`config.mk`:
```
export PLATFORM = sky130hd
export DESIGN_NAME = z80_irq_ctrl_flat
export DESIGN_NICKNAME = d
export VERILOG_FILES = /design/src/rtl/z80_irq_pkg.sv /design/src/rtl/z80_irq_ctrl_if.sv /design/src/rtl/irq_edge_sync.sv /design/src/rtl/z80_irq_ctrl.sv /design/src/flat_wrapper.sv
export SDC_FILE = /design/constraint.sdc
export NUM_CORES = 1
export LEC_CHECK = 0
export CORE_MARGIN = 8
export CORE_UTILIZATION = 31
export CTS_CLUSTER_SIZE = 8
export DETAILED_ROUTE_END_ITERATION = 8
export PLACE_DENSITY_LB_ADDON = 0.08
export SLEW_MARGIN = 20
export SYNTH_ARGS = -nofsm -noshare
export SYNTH_HDL_FRONTEND = slang
export SYNTH_SLANG_ARGS = --single-unit
export TNS_END_PERCENT = 100
```
`constraint.sdc`:
```
create_clock -name clk_sys -period 2.4 [get_ports clk_sys]
set_clock_uncertainty 0.15 [all_clocks]
set_input_delay 0.48 -clock clk_sys [delete_from_list [all_inputs] [get_ports clk_sys]]
set_output_delay 0.48 -clock clk_sys [all_outputs]
set_load 0.02 [all_outputs]
```
`src/rtl/z80_irq_pkg.sv`:
```
// z80_irq_pkg: shared FSM state type and default constants for the Z80 interrupt controller.
package z80_irq_pkg;

    typedef enum logic [1:0] {
        ST_IDLE = 2'd0,
        ST_ACK  = 2'd1,
        ST_DONE = 2'd2
    } irq_state_e;

    localparam logic [7:0] VEC_BASE_DEF = 8'h90;
    localparam int         VEC_STEP_DEF = 2;
    localparam int         CEN_DIV_DEF  = 8;
    localparam logic [7:0] VEC_SPURIOUS = 8'hFF;

endpackage

```
`src/rtl/z80_irq_ctrl_if.sv`:
```
// z80_irq_ctrl_if: Z80 core strobe / data bus bundle between the core (master) and the interrupt controller (slave).
interface z80_irq_ctrl_if;
    import z80_irq_pkg::*;

    logic       cpu_m1_n;
    logic       cpu_iorq_n;
    logic       cpu_rd_n;
    logic [7:0] bus_din;
    logic [7:0] cpu_di;
    logic       cpu_int_n;
    logic       cpu_nmi_n;

    modport master (
        output cpu_m1_n, cpu_iorq_n, cpu_rd_n, bus_din,
        input  cpu_di, cpu_int_n, cpu_nmi_n
    );

    modport slave (
        input  cpu_m1_n, cpu_iorq_n, cpu_rd_n, bus_din,
        output cpu_di, cpu_int_n, cpu_nmi_n
    );

endinterface

```
`src/rtl/irq_edge_sync.sv`:
```
// irq_edge_sync: two-flop synchroniser for one active-low interrupt pin plus falling-edge detector.
module irq_edge_sync
    import z80_irq_pkg::*;
(
    input  logic clk_sys,
    input  logic reset_n,
    input  logic irq_n,
    output logic fall
);

    logic       sync_p0;
    logic       sync_p1;
    logic       sync_p2;
    logic [1:0] warm;

    // The detector stays blind until a pin level sampled after reset has reached sync_p2,
    // so a pin held low through reset release is never mistaken for a new edge.
    always_ff @(posedge clk_sys or negedge reset_n) begin
        if (!reset_n) begin
            sync_p0 <= 1'b1;
            sync_p1 <= 1'b1;
            sync_p2 <= 1'b1;
            warm    <= 2'd0;
        end else begin
            sync_p0 <= irq_n;
            sync_p1 <= sync_p0;
            sync_p2 <= sync_p1;
            if (warm != 2'd3)
                warm <= warm + 2'd1;
        end
    end

    assign fall = sync_p2 & ~sync_p1 & (warm == 2'd3);

endmodule

```
`src/rtl/z80_irq_ctrl.sv`:
```
// z80_irq_ctrl: Z80 IM2 interrupt controller with edge-latched channels, vector acknowledge and core clock enable.
// Build option Z80IRQ_NMI_EN routes channel 0 to cpu_nmi_n instead of INT arbitration.
module z80_irq_ctrl
    import z80_irq_pkg::*;
#(
    parameter int         NCH      = 4,
    parameter int         CEN_DIV  = CEN_DIV_DEF,
    parameter logic [7:0] VEC_BASE = VEC_BASE_DEF,
    parameter int         VEC_STEP = VEC_STEP_DEF,
    parameter int         NMI_LEN  = 4
) (
    input  logic           clk_sys,
    input  logic           reset_n,
    input  logic [NCH-1:0] irq_n,
    input  logic [NCH-1:0] irq_mask,
    z80_irq_ctrl_if.slave  cpu,
    output logic           cen,
    output logic [NCH-1:0] pending,
    output logic           ack_valid,
    output logic [2:0]     ack_ch
);

`ifdef Z80IRQ_NMI_EN
    localparam bit NMI_EN = 1'b1;
`else
    localparam bit NMI_EN = 1'b0;
`endif

    localparam logic [1:0]    S_IDLE   = ST_IDLE;
    localparam logic [1:0]    S_ACK    = ST_ACK;
    localparam logic [1:0]    S_DONE   = ST_DONE;
    localparam int            CW       = (CEN_DIV > 2) ? $clog2(CEN_DIV) : 1;
    localparam logic [CW-1:0] CEN_LAST = CW'(CEN_DIV - 1);
    localparam int            NW       = $clog2(NMI_LEN + 1);
    localparam logic [NW-1:0] NMI_LOAD = NW'(NMI_LEN);

    function automatic logic [7:0] vec_for(input logic [2:0] ch);
        int v;
        v = int'(VEC_BASE) + int'(ch) * VEC_STEP;
        return v[7:0];
    endfunction

    // Returns {hit, index} of the lowest set request bit.
    function automatic logic [3:0] pick_lowest(input logic [NCH-1:0] req_v);
        logic [3:0] res;
        res = 4'b0;
        for (int i = NCH - 1; i >= 0; i--)
            if (req_v[i])
                res = {1'b1, 3'(i)};
        return res;
    endfunction

    logic [1:0]     state;
    logic [NCH-1:0] fall;
    logic [NCH-1:0] int_chan;
    logic [NCH-1:0] req;
    logic [NCH-1:0] clr;
    logic [NCH-1:0] pending_d;
    logic [3:0]     sel;
    logic           ack_start;
    logic           ack_hit;
    logic           int_n_q;
    logic [7:0]     di_q;
    logic [CW-1:0]  cen_cnt;
    logic [NW-1:0]  nmi_cnt;
    logic           nmi_trig;

    for (genvar g = 0; g < NCH; g++) begin : g_sync
        irq_edge_sync u_sync (
            .clk_sys (clk_sys),
            .reset_n (reset_n),
            .irq_n   (irq_n[g]),
            .fall    (fall[g])
        );
    end

    always_comb begin
        int_chan = '1;
        if (NMI_EN)
            int_chan[0] = 1'b0;
    end

    // Arbitration: a new edge is OR-ed in after the ack clear, so set wins on collision.
    always_comb begin
        req       = pending & irq_mask & int_chan;
        sel       = pick_lowest(req);
        ack_start = (state == S_IDLE) && !cpu.cpu_iorq_n && !cpu.cpu_m1_n;
        ack_hit   = ack_start && sel[3];
        clr       = '0;
        for (int i = 0; i < NCH; i++)
            clr[i] = ack_hit && (sel[2:0] == 3'(i));
        pending_d = (pending & ~clr) | (fall & int_chan);
        nmi_trig  = NMI_EN && fall[0];
    end

    always_ff @(posedge clk_sys or negedge reset_n) begin
        if (!reset_n) begin
            state <= S_IDLE;
        end else begin
            case (state)
                S_IDLE:  if (ack_start) state <= S_ACK;
                S_ACK:   if (cpu.cpu_iorq_n) state <= S_DONE;
                S_DONE:  state <= S_IDLE;
                default: state <= S_IDLE;
            endcase
        end
    end

    always_ff @(posedge clk_sys or negedge reset_n) begin
        if (!reset_n) begin
            pending   <= '0;
            int_n_q   <= 1'b1;
            ack_valid <= 1'b0;
            ack_ch    <= 3'd0;
            di_q      <= 8'h00;
        end else begin
            pending   <= pending_d;
            int_n_q   <= ~|req;
            ack_valid <= ack_hit;
            if (ack_hit)
                ack_ch <= sel[2:0];
            if (ack_start)
                di_q <= sel[3] ? vec_for(sel[2:0]) : VEC_SPURIOUS;
            else if (state != S_ACK && !cpu.cpu_rd_n)
                di_q <= cpu.bus_din;
        end
    end

    always_ff @(posedge clk_sys or negedge reset_n) begin
        if (!reset_n)
            cen_cnt <= '0;
        else if (cen_cnt == CEN_LAST)
            cen_cnt <= '0;
        else
            cen_cnt <= cen_cnt + 1'b1;
    end

    // NMI width is counted in cen pulses; a fresh edge reloads the count.
    always_ff @(posedge clk_sys or negedge reset_n) begin
        if (!reset_n)
            nmi_cnt <= '0;
        else if (nmi_trig)
            nmi_cnt <= NMI_LOAD;
        else if (cen && nmi_cnt != '0)
            nmi_cnt <= nmi_cnt - 1'b1;
    end

    assign cen           = (cen_cnt == CEN_LAST);
    assign cpu.cpu_int_n = int_n_q;
    assign cpu.cpu_nmi_n = (nmi_cnt == '0);
    assign cpu.cpu_di    = di_q;

endmodule

```
`src/flat_wrapper.sv`:
```
// flat-port wrapper written by rule: the top's interface ports become plain ports
module z80_irq_ctrl_flat import z80_irq_pkg::*;
#(
    parameter int         NCH      = 4,
    parameter int         CEN_DIV  = CEN_DIV_DEF,
    parameter logic [7:0] VEC_BASE = VEC_BASE_DEF,
    parameter int         VEC_STEP = VEC_STEP_DEF,
    parameter int         NMI_LEN  = 4
)
  (clk_sys, reset_n, irq_n, irq_mask, cen, pending, ack_valid, ack_ch, cpu_cpu_m1_n, cpu_cpu_iorq_n, cpu_cpu_rd_n, cpu_bus_din, cpu_cpu_di, cpu_cpu_int_n, cpu_cpu_nmi_n);
  z80_irq_ctrl_if cpu_i ();
  input  logic clk_sys;
  input  logic reset_n;
  input  logic [NCH-1:0] irq_n;
  input  logic [NCH-1:0] irq_mask;
  output logic cen;
  output logic [NCH-1:0] pending;
  output logic ack_valid;
  output logic [2:0] ack_ch;
  input wire logic [$bits(cpu_i.cpu_m1_n)-1:0] cpu_cpu_m1_n;
  input wire logic [$bits(cpu_i.cpu_iorq_n)-1:0] cpu_cpu_iorq_n;
  input wire logic [$bits(cpu_i.cpu_rd_n)-1:0] cpu_cpu_rd_n;
  input wire logic [$bits(cpu_i.bus_din)-1:0] cpu_bus_din;
  output wire logic [$bits(cpu_i.cpu_di)-1:0] cpu_cpu_di;
  output wire logic [$bits(cpu_i.cpu_int_n)-1:0] cpu_cpu_int_n;
  output wire logic [$bits(cpu_i.cpu_nmi_n)-1:0] cpu_cpu_nmi_n;
  assign cpu_i.cpu_m1_n = cpu_cpu_m1_n;
  assign cpu_i.cpu_iorq_n = cpu_cpu_iorq_n;
  assign cpu_i.cpu_rd_n = cpu_cpu_rd_n;
  assign cpu_i.bus_din = cpu_bus_din;
  assign cpu_cpu_di = cpu_i.cpu_di;
  assign cpu_cpu_int_n = cpu_i.cpu_int_n;
  assign cpu_cpu_nmi_n = cpu_i.cpu_nmi_n;
  z80_irq_ctrl #(.NCH(NCH), .CEN_DIV(CEN_DIV), .VEC_BASE(VEC_BASE), .VEC_STEP(VEC_STEP), .NMI_LEN(NMI_LEN)) u_core (.clk_sys(clk_sys), .reset_n(reset_n), .irq_n(irq_n), .irq_mask(irq_mask), .cpu(cpu_i), .cen(cen), .pending(pending), .ack_valid(ack_valid), .ack_ch(ack_ch));
endmodule
```
==> summary by stage, run 1 <==
Critical path
The number of stages on the worst setup path is 4. The worst setup path is of the flop to output port kind. The number of buffers and inverters on the critical path is 2.

The highest fanout seen on the critical path is 2. Traced cell by cell, the critical path runs through inv_1 -> ha_1 -> ha_1 -> clkdlybuf4s50_1. The master of the slowest instance on the critical path is clkdlybuf4s50_1. Data on the critical path is required at its endpoint by 1770 ps. The path depth of the worst reg2reg path is 4. At the worst endpoint, the arrival time is 1640 ps.

In this design, the largest share of critical-path delay is due to buffers and inverters. Across all register-to-register paths, the minimum setup slack is 670 ps. The cell repeated most along the worst path is ha_1.

In this design, the stage delay of the slowest critical-path cell is 600 ps. The kind of capture point of the worst setup path is an output port. STA classifies the critical path startpoint as a flop.

Floorplanning
The effective utilization at floorplan is 31.4%. The number of placement rows is 27. The I/O pin total is 40. The die boundary height is 89.8 µm.

The die covers 0.00806 mm². The core region is 0.00537 mm². From left edge to right edge, the die measures 89.8 µm.

Routing
The count of nets left with antenna violations once routing finished came out at 0. The via density per instance is 4.34. The final wirelength is 3.35 mm.

The initial DRC count is 57. After detailed routing, the number of remaining DRC violations is 0. For this block, the via count after detailed routing is 1,072.

The first TritonRoute pass finished after 4 iterations. Dividing the detail-routed wire length by the instance count gives 13.6 µm.

Pwr
The power share of the sequential group is 44.6%. Of the total power, combinational logic draws 14.5%. The internal portion of the total power is 1.46 mW.

The net switching component of the power is 0.413 mW. Of the total power, the clock network draws 41.0%. The switching part of the total is 22.1%.

The total power divided by cell area is 802 mW/mm². The analysis attributes to cell leakage a power of 0.985 nW. The maximum resistive drop on vdd is 0.000440 V.

Yosys
Counting flops with an async set or reset pin after synthesis yields a share of 100%. Summing every instance area after synthesis gives 0.00169 mm². The number of synthesized flops with an enable pin is 0.

The number of different library cells in the post-synthesis netlist is 27. The most used flip-flop cell after synthesis is dfrtp_1. In the synthesized netlist, the number of instances is 126. The number of nets handed over by synthesis was 155. A synthesized cell averages 13.4 µm². Yosys printed 0 warnings. After synthesis the netlist holds a flip-flop and latch count of 44.

Of the synthesized area, sequential elements account for 66.2%.

GRT
The number of antenna violations at the first check in global routing was 0. Entering global routing, the biggest net connects 45 pins. The global router's overall resource usage is 9.03%.

After global routing the overflow that remains totals 0. The wire length of the first global-routing pass is 5.93 mm. The number of global-route vias before repair came to 1,185.

Placement
The number of input and output port buffers inserted is 38. Summed over all nets, the half-perimeter wirelength after detailed placement is 2.51 mm. Routability-driven placement finished with a final weighted congestion of 0.724.

The post-place setup slack is 189 ps. In this run, placement finished with an instance count of 239.

STA
The number of hold violations in the final report came to 0. The worst relative slew slack is 61.3%. The worst path uses 94.7% of the clock period.

The slack of the critical path is 126 ps. The number of setup violations in the final report is 0. The shortest period the worst path allows is 2270 ps. The number of pins with negative max-slew slack in the final report is 0. In the final timing run, aggregate negative setup slack is 0 ps. Based on the critical path, the design can be clocked at up to 0.440 GHz. The actual slew at the worst max-slew pin is 581 ps. On the final layout, the worst hold slack is 88.7 ps. Setup repair after global routing left no endpoint under its margin.

Cells and area
The final standard cell count with taps included and fillers excluded is 247. The area overhead of the layout relative to synthesis is 38.5%. The number of nets in the final layout is 203. The count of antenna diodes in the layout is 0.

The share of post-route cells with drive strength above 1 is 19.4%. Cells fill 43.5% of the core in the end.

CTS
The total number of H-tree levels is 2. TritonCTS built the clock tree. Counting every sink on the clock net gives 44. The number of hold buffers added after CTS is 0.

The latest clock arrival within the worst-skew pair is 290 ps. The number of post-CTS setup repair buffers is 0. The clock transition at the register clock pins on the worst setup and hold paths after CTS is 90 ps. In this run the clock root is driven by a clkbuf_8.

The number of instances resized during post-cts repair is 0. The maximum clock path buffer count is 2. Clock tree synthesis inserted a total of 5 buffers.

Job
The number of max-cap violations is 0.

Outcome
The flow ran to the end, and the final reports show no timing, DRC or antenna violations.

Worst hold path
The tightest min-delay check is of the input port to async pin type.
metal layers:
layer	wire length, µm	vias to the layer above	GRT usage [%]
met1	1630	513	11.6
met2	1470	31	13.1
li1	-	526	-
met3	231	2	3.91
met4	21	0	3.39
met5	0	-	0
worst paths after layout:
| check | from | to |
|---|---|---|
| worst min-delay path | reset_n | u_core.pending[0]$_DFF_PN0_ |
| worst max register to register | u_core.state[0]$_DFFE_PN0P_ | u_core.pending[3]$_DFF_PN0_ |
| min in group clk_sys | u_core.g_sync[3].u_sync.sync_p0$_DFF_PN1_ | u_core.g_sync[3].u_sync.sync_p1$_DFF_PN1_ |
| max in group asynchronous | reset_n | u_core.g_sync[1].u_sync.sync_p2$_DFF_PN1_ |
| worst max-delay path | u_core.nmi_cnt[0]$_DFFE_PN0P_ | cpu_cpu_nmi_n |
| worst min register to register | u_core.g_sync[3].u_sync.sync_p0$_DFF_PN1_ | u_core.g_sync[3].u_sync.sync_p1$_DFF_PN1_ |
layout by cell type, fill, tap and decap left out, types with 2 or more instances in the layout:
cell type,Yosys,layout
clkdlybuf4s50_1,0,37
dfrtp_1,31,31
nand2_1,15,15
dfstp_2,13,13
a21oi_1,9,9
mux2i_1,8,8
ha_1,8,8
o21ai_0,7,7
inv_1,5,5
xnor2_1,5,5
clkbuf_8,0,5
buf_4,1,5
mux2_2,4,4
nand3_1,3,3
bufinv_16,0,3
nand4_1,2,2
nor2_1,2,2
cell type report:
| type | instances | area (µm²) |
|---|---|---|
| Timing Repair Buffer | 43 | 413 |
| Fill cell | 495 | 3040 |
| Clock buffer | 5 | 68.8 |
| Multi-Input combinational cell | 75 | 538 |
| Inverter | 5 | 18.8 |
| Clock inverter | 3 | 90.1 |
| Sequential cell | 44 | 1120 |
| Tap cell | 72 | 90.1 |
stage by stage:
step | power, mW | area [µm²]
after global placement | 1.12 | 2180
after floorplan | 0.962 | 1690
after global routing | 1.96 | 2340
after detailed placement | 1.13 | 2180
after CTS | 1.90 | 2340
final | 1.87 | 2340
kinds of logic after synthesis:
group           share of synthesized area, %
flops                                   66.2
simple gates                            8.38
compound gates                          6.68
mux                                     8.09
fa+ha+maj                               5.93
buf+inv                                 1.85
xor+xnor                                2.60
other cells                            0.222
state kept, by name (all words and copies together) (netlist names):
signal	count
u_core.ack_ch	2
u_core.g_sync.u_sync.sync_p0	4
u_core.g_sync.u_sync.sync_p1	4
u_core.ack_valid	1
u_core.g_sync.u_sync.sync_p2	4
u_core.state	2
u_core.pending	4
u_core.g_sync.u_sync.warm	8
u_core.cpu.cpu_di	8
u_core.nmi_cnt	3
u_core.cen_cnt	3
u_core.cpu.cpu_int_n	1
synthesized netlist by cell type (2+ instances only):
library cell,number,area share (%)
dfstp_2,13,20
nand4_1,2,0.74
ha_1,8,5.9
nand2_1,15,3.3
o21ai_0,7,2.1
mux2_2,4,2.7
nor2_1,2,0.45
nand3_1,3,0.89
dfrtp_1,31,46
a21oi_1,9,2.7
mux2i_1,8,4.7
inv_1,5,1.1
xnor2_1,5,2.6
power by group through the flow:
stage	clock network, mW	registers [mW]	logic, mW
after detailed placement	0	0.849	0.277
after CTS	0.786	0.835	0.279
final	0.767	0.835	0.271
after global placement	0	0.847	0.276
after global routing	0.825	0.842	0.296
after floorplan	0	0.892	0.0694
No activity file was read; power rests on OpenSTA's default activity.
==> inputs of run 2 (changes only) <==
--- a/config.mk
+++ b/config.mk
@@ -5,11 +5,11 @@
 export SDC_FILE = /design/constraint.sdc
 export NUM_CORES = 1
 export LEC_CHECK = 0
-export CORE_MARGIN = 8
+export CORE_MARGIN = 2
 export CORE_UTILIZATION = 31
 export CTS_CLUSTER_SIZE = 8
 export DETAILED_ROUTE_END_ITERATION = 8
-export PLACE_DENSITY_LB_ADDON = 0.08
+export PLACE_DENSITY = 0.54
 export SLEW_MARGIN = 20
 export SYNTH_ARGS = -nofsm -noshare
 export SYNTH_HDL_FRONTEND = slang
==> run 2 against run 1 <==
Effect of this change: via count increased by 1.5%; clock-buffer cell count increased by 2; critical path type unchanged; fmax shrank 0.25%.
==> summary by stage, run 2 (synthesis gave the netlist of run 1 again) <==
Floorplanning
The die area is 0.00605 mm² (-25%). The number of placement rows was 26 (-3.7%). The I/O pin total is 40 (unchanged).

The die span in x was 77.8 µm (-13%). The die boundary height came to 77.8 µm (-13%). The effective utilization at floorplan is 32.6% (+1.2 points).

The core area is 0.00517 mm² (-3.7%).

CTS
The number of post-CTS setup repair buffers is 0 (unchanged). The tree is rooted in a clkbuf_8. The latest clock arrival within the worst-skew pair is 290 ps (about the same).

The maximum clock path buffer count is 2 (unchanged). The clock transition at the register clock pins on the worst setup and hold paths after CTS came to 70 ps (-20 ps). The TritonCTS buffer count is 5 (unchanged). TritonCTS built the clock tree. The number of clock sinks came to 44 (unchanged). The total number of H-tree levels is 2 (unchanged).

STA
The shortest period the worst path allows came to 2280 ps (+5.61 ps). The highest clock frequency the design can meet is 0.439 GHz (-0.25%). The final clock period utilization by the worst path is 95.0% (+0.23 points). The setup TNS came to 0 ps (unchanged). The worst relative slew slack is 59.6% (-1.7 points). Setup repair after global routing left no endpoint under its margin. The actual slew at the worst max-slew pin is 606 ps (+25.4 ps). The number of hold violations in the final report is 0 (unchanged).

The number of setup violations in the final report is 0 (unchanged). The number of pins with negative max-slew slack in the final report is 0 (unchanged).

Job
The number of max-cap violations is 0 (unchanged).

GRT
The number of antenna violations at the first check in global routing is 0 (unchanged). The wire length of the first global-routing pass was 5.44 mm (-8.4%). The aggregate global routing overflow is 0 (unchanged).

The global router's overall resource usage is 11.5% (+2.5 points). The largest net degree at the start of global routing is 21 (-53%). The number of global-route vias before repair is 1,242 (+4.8%).

Cells and area
The most common cell after layout, fill and taps aside is clkdlybuf4s50_1. The count of antenna diodes in the layout is 0 (unchanged). The multi-input combinational cell area came to 538 µm² (unchanged).

The final standard cell count with taps included and fillers excluded is 246 (-0.40%). The fraction of the core area covered by cells at the end of the flow is 43.8% (+0.32 points). The library cells used most frequently in the layout, excluding fill and tap cells, are clkdlybuf4s50_1 (37), dfrtp_1 (31), nand2_1 (15).

The count of filler cells inserted in the layout is 485 (-2.0%). The share of post-route cells with drive strength above 1 is 18.2% (-1.2 points). The footprint of the flip-flops and latches is 0.00112 mm² (unchanged). The number of nets in the final layout is 204 (+0.49%). The area overhead of the layout relative to synthesis is 34.3%.

Pwr
The maximum resistive drop on vdd is 0.000303 V (-31%). The total power divided by cell area was 677 mW/mm² (-16%). The total power after layout is 1.53 mW (-18%). The leakage power summed over all cells is 0.952 nW (-3.3%).

Routing
The post-detailed-route DRC marker count is 0 (unchanged). The initial DRC count is 10 (-82%). The final wirelength was 3.13 mm (-6.6%). The via density per instance is 4.42 (+1.9%). The via count of the routed design is 1,088 (+1.5%). The count of nets left with antenna violations after detail routing came to 0 (unchanged).

The wire length per cell after detailed routing was 12.7 µm (-6.2%). The first-pass detailed-route iteration total is 2 (-2).

Critical path
The number of stages on the worst setup path came to 4 (unchanged). The data arrival time of the critical path is 1650 ps (about the same). STA classifies the critical path startpoint as a flop.

Traced cell by cell, the critical path runs through inv_1 -> ha_1 -> ha_1 -> clkdlybuf4s50_1. The dominant delay contributor by cell family on the critical path is buffers and inverters. The critical path is of the flop to output port type.

The required time of the worst setup path is 1770 ps (about the same). By instance count, the cell type seen most on the critical path is ha_1. The slowest stage of the critical path belongs to the cell clkdlybuf4s50_1. The path depth of the worst reg2reg path came to 3 (-1).

The biggest cell delay along the critical path is 600 ps (about the same). The highest fanout seen on the critical path came to 2 (unchanged). The kind of capture point of the worst setup path is an output port. The count of buffering cells on the critical path with inverters included is 2 (unchanged).

Placement
The number of input and output port buffers inserted is 38 (unchanged). The placed cell count is 237 (-0.84%). The half-perimeter wire length after detailed placement is 2.44 mm (-2.8%). The final weighted congestion of routability-driven global placement is 0.788 (+8.8%).

Outcome
The flow ran to the end, and the final reports show no timing, DRC or antenna violations.

Worst hold path
The path class of the tightest hold or removal check is flop to flop. The worst hold path passes through 0 cells.
-- run 2: cell count changes in the layout (fill, tap and decap cells not counted) --
cell	delta
bufinv_16	-3
clkbuf_1	+2
dlygate4sd3_1	+1
clkinv_2	+1
-- run 2: path summary, 6_finish.rpt --
check	start	end	slack [ps]
worst max-delay path	u_core.nmi_cnt[0]$_DFFE_PN0P_	cpu_cpu_nmi_n	120
worst min-delay path	u_core.g_sync[1].u_sync.sync_p0$_DFF_PN1_	u_core.g_sync[1].u_sync.sync_p1$_DFF_PN1_	210
worst max register to register	u_core.state[0]$_DFFE_PN0P_	u_core.ack_ch[0]$_DFFE_PN0P_	640
worst min register to register	u_core.g_sync[1].u_sync.sync_p0$_DFF_PN1_	u_core.g_sync[1].u_sync.sync_p1$_DFF_PN1_	210
max in group asynchronous	reset_n	u_core.g_sync[1].u_sync.sync_p2$_DFF_PN1_	1100
min in group asynchronous	reset_n	u_core.nmi_cnt[0]$_DFFE_PN0P_	430
-- run 2: through the flow --
stage	cell area (µm²)	hold WS (ps)	setup slack (ps)
global route	2270	215	16.4
detailed placement	2170	197	131
CTS	2270	206	90.1
floorplan	1690	34.4	670
global placement	2170	195	166
finish	2270	207	121
-- run 2: cell type report --
cell class	instances	share of cell area [%]
sequential	44	49.3
multi-input combinational	75	23.7
timing repair buffer	44	18.7
tap	70	3.87
clock buffer	7	3.37
inverter	5	0.828
clock inverter	1	0.221
-- run 2: timing repair --
item	CTS	global route
gates resized for setup	0	0
endpoints found under the hold margin	6	0
hold buffers	1	0
-- run 2: layer usage --
layer	vias to the layer above	track usage, %	share of wire (%)
met5	-	0	0
met4	0	3.75	1.1
met3	6	3.95	5.4
met2	30	20.5	51
met1	527	12.7	42
li1	525	-	-
-- run 2: report_power, final --
part	total (mW)	switching, mW	leakage (nW)	internal [mW]
sequential	0.832	0.0297	0.479	0.802
clock	0.428	0.224	0.0422	0.204
combinational	0.273	0.135	0.431	0.138
==> inputs of run 3 (changes only) <==
--- a/config.mk
+++ b/config.mk
@@ -5,6 +5,7 @@
 export SDC_FILE = /design/constraint.sdc
 export NUM_CORES = 1
 export LEC_CHECK = 0
+export CAP_MARGIN = 20
 export CORE_MARGIN = 2
 export CORE_UTILIZATION = 31
 export CTS_CLUSTER_SIZE = 8
@@ -13,5 +14,6 @@
 export SLEW_MARGIN = 20
 export SYNTH_ARGS = -nofsm -noshare
 export SYNTH_HDL_FRONTEND = slang
+export SYNTH_HIERARCHICAL = 1
 export SYNTH_SLANG_ARGS = --single-unit
 export TNS_END_PERCENT = 100
==> run 3 against run 2 <==
Effect of this change: critical path depth unchanged; wire length fell by 1.3%; critical path type unchanged; sequential power is essentially flat; largest power group unchanged; total power grew 8.6%; highest routed layer unchanged; first-iteration DRC count rose to 5.5 times the previous value.
==> summary by stage, run 3 <==
Yosys
The synthesized netlist net count is 152 (-1.9%). The number of warnings printed during yosys synthesis is 6 (+6). The fraction of registers with async set/reset is 100% (unchanged). The synthesized design spends more area on one cell type than any other, namely dfrtp_1. Among all cell types in the netlist, the one instantiated most often is dfrtp_1. The post-synthesis share of cell area spent on full adders, half adders and majority gates is 5.80% (-0.13 points). The number of synthesized flops with an enable pin came to 0 (unchanged). The number of different library cells in the post-synthesis netlist came to 30 (+11%). The basic-gate share of the synthesized area counting and, or, nand and nor cells is 9.57% (+1.2 points). The fraction of synthesized cell area in xor and xnor cells was 2.54% (-0.058 points). The post-synthesis sequential area ratio is 64.8% (-1.5 points). The synthesized flop and latch total is 44 (unchanged).

Counting instances in the post-synthesis netlist gives the leading cell types as dfrtp_1 (31), dfstp_2 (13). The main combinational cell family by area after synthesis is simple AND/OR/NAND/NOR gates. The netlist area before placement came to 0.00173 mm² (+2.3%). The cell count after synthesis is 123 (-2.4%).

By area the synthesized netlist is led by dfrtp_1 (45%), dfstp_2 (20%), ha_1 (5.8%). The most used flip-flop cell after synthesis is dfrtp_1. The post-synthesis compound-gate area fraction is 6.53% (-0.15 points). The multiplexer area fraction after synthesis is 8.77% (+0.69 points).

The average instance area after synthesis is 14.0 µm² (+4.8%). The area share of the largest cell type after synthesis came to 45.0% (-1.0 points).

CTS
The number of post-CTS setup repair buffers is 0 (unchanged). The latest clock arrival within the worst-skew pair is 290 ps (about the same). The number of instances resized during post-cts repair was 0 (unchanged). The total number of H-tree levels came to 2 (unchanged). The TritonCTS buffer count is 5 (unchanged). The number of clock sinks is 44 (unchanged). The number of hold buffers added after CTS is 0 (-1). The clock transition at the register clock pins on the worst setup and hold paths after CTS was 80 ps (about the same).

TritonCTS built the clock tree. The maximum clock path buffer count is 2 (unchanged). The buffer cell driving the clock tree root is clkbuf_8.

Cells and area
The fraction of the core area covered by cells at the end of the flow was 42.9% (-0.86 points). The final cell area excluding filler cells is 0.00234 mm² (+3.1%). In the layout the commonest cells are clkdlybuf4s50_1 (37), dfrtp_1 (31), dfstp_2 (13). The number of nets in the final layout came to 199 (-2.5%). The share of post-route cells with drive strength above 1 came to 21.1% (+2.9 points). The area overhead of the layout relative to synthesis is 35.4%.

The count of filler cells inserted in the layout is 485 (unchanged). The most common cell after layout, fill and taps aside is clkdlybuf4s50_1. The count of antenna diodes in the layout is 0 (unchanged).

Critical path
The highest fanout seen on the critical path is 2 (unchanged). The class of the most critical setup path is flop to output port. The worst setup path is launched from a flop.

The data arrival time of the critical path came to 1650 ps (about the same). The kind of capture point of the worst setup path is an output port. The required time of the worst setup path is 1770 ps (about the same).

STA
The final hold slack is 3.72 ps (-203 ps). The actual slew at the worst max-slew pin was 583 ps (-23.1 ps). The number of pins with negative max-slew slack in the final report is 0 (unchanged). The shortest period the worst path allows was 2280 ps (-0.857 ps). The highest clock frequency the design can meet is 0.439 GHz (about the same). Setup repair after global routing left no endpoint under its margin. The worst relative slew slack was 61.1% (+1.5 points). The setup TNS is 0 ps (unchanged). The final clock period utilization by the worst path was 94.9% (about the same). The number of setup violations in the final report is 0 (unchanged). The number of hold violations in the final report is 0 (unchanged).

Floorplanning
The die span in x came to 78.6 µm (+1.1%). The effective utilization at floorplan is 31.7% (-0.88 points). The number of placement rows was 27 (+3.8%).

The core area came to 0.00544 mm² (+5.2%). The die boundary height is 78.6 µm (+1.1%). The die area is 0.00618 mm² (+2.2%).

The I/O pin total is 40 (unchanged).

Routing
The final wirelength came to 3.09 mm (-1.3%). The via density per instance is 4.51 (+1.9%). The via count of the routed design is 1,095 (+0.64%). The count of nets left with antenna violations after detail routing is 0 (unchanged). The post-detailed-route DRC marker count was 0 (unchanged). The wire length per cell after detailed routing is 12.7 µm (-0.12%). The first-pass detailed-route iteration total is 4 (+2).

The initial DRC count is 55 (+45).

Placement
The final weighted congestion of routability-driven global placement is 0.704 (-11%). The number of input and output port buffers inserted is 38 (unchanged). The half-perimeter wire length after detailed placement came to 2.24 mm (-8.0%). The standard cell area after detailed placement was 0.00220 mm² (+1.2%).

GRT
The number of global-route vias before repair is 1,131 (-8.9%). The aggregate global routing overflow was 0 (unchanged). The wire length of the first global-routing pass came to 5.26 mm (-3.2%). The global router's overall resource usage is 11.1% (-0.36 points). The number of antenna violations at the first check in global routing is 0 (unchanged). The largest net degree at the start of global routing is 45 (+110%).

Worst hold path
The classification of the worst-slack hold path is input port to async pin.

Job
The number of max-cap violations came to 0 (unchanged).

Pwr
The leakage power summed over all cells came to 0.996 nW (+4.6%). The total power after layout was 1.67 mW (+8.6%). The total power divided by cell area is 713 mW/mm² (+5.4%). The maximum resistive drop on vdd was 0.000266 V (-12%).

Outcome
The flow ran to the end, and the final reports show no timing, DRC or antenna violations.
==> run 3: routing by layer <==
metal  up-vias  track usage [%]  wire (µm)
met5         -                0          0
met4         0             4.21         46
met3         6             4.71        217
met2        34             17.9       1500
met1       537             13.2       1330
li1        518                -          -
==> run 3: worst paths after layout <==
check | startpoint | end | slack, ps | cells after the start
hold reg to reg | u_core/g_sync[3].u_sync/sync_p0$_DFF_PN1_ | u_core/g_sync[3].u_sync/sync_p1$_DFF_PN1_ | 210 | 0
max in group asynchronous | reset_n | u_core/g_sync[3].u_sync/sync_p0$_DFF_PN1_ | 1530 | 2
min in group clk_sys | u_core/g_sync[3].u_sync/sync_p0$_DFF_PN1_ | u_core/g_sync[3].u_sync/sync_p1$_DFF_PN1_ | 210 | 0
setup / recovery | u_core/nmi_cnt[0]$_DFFE_PN0P_ | cpu_cpu_nmi_n | 120 | 4
hold / removal | reset_n | u_core/g_sync[0].u_sync/warm[1]$_DFFE_PN0P_ | 4 | 1
setup reg to reg | u_core/state[0]$_DFFE_PN0P_ | u_core/ack_ch[0]$_DFFE_PN0P_ | 630 | 3
==> run 3: cell type report <==
class | instances | area, µm² | share of cell area, %
clock buffer | 6 | 72.6 | 3.11
sequential | 44 | 1120 | 47.8
multi-input combinational | 72 | 577 | 24.7
timing repair buffer | 42 | 425 | 18.2
inverter | 5 | 18.8 | 0.803
tap | 72 | 90.1 | 3.86
clock inverter | 2 | 35.0 | 1.50
==> run 3: where the power goes <==
group          internal (mW)  switching, mW  leakage, nW  total [mW]
clock network          0.309          0.236       0.0552       0.545
logic                  0.149          0.137        0.462       0.286
registers              0.805         0.0304        0.479       0.835
total                   1.26          0.404        0.996        1.67
==> run 3: kinds of logic (layout without fill, tap and decap cells) <==
group | count (synthesis) | after routing
AOI/OAI and AO/OA | 18 | 18
xor gates and xnor gates | 5 | 5
adders and majority gates | 8 | 8
buffers and inverters | 7 | 55
DFF | 44 | 44
muxes | 13 | 13
other | 1 | 1
and+or+nand+nor | 27 | 27
==> run 3: worst max-delay path: stages (launching register included) <==
cell	delay, ps
dfrtp_1	400
inv_1	60
ha_1	150
ha_1	160
clkdlybuf4s50_1	600
==> run 3: metrics by stage <==
stage | setup slack, ps | std cells
floorplan | 678 | 123
detailed placement | 148 | 234
global placement | 171 | 234
global route | 35.6 | 243
CTS | 95.9 | 242
finish | 122 | 243
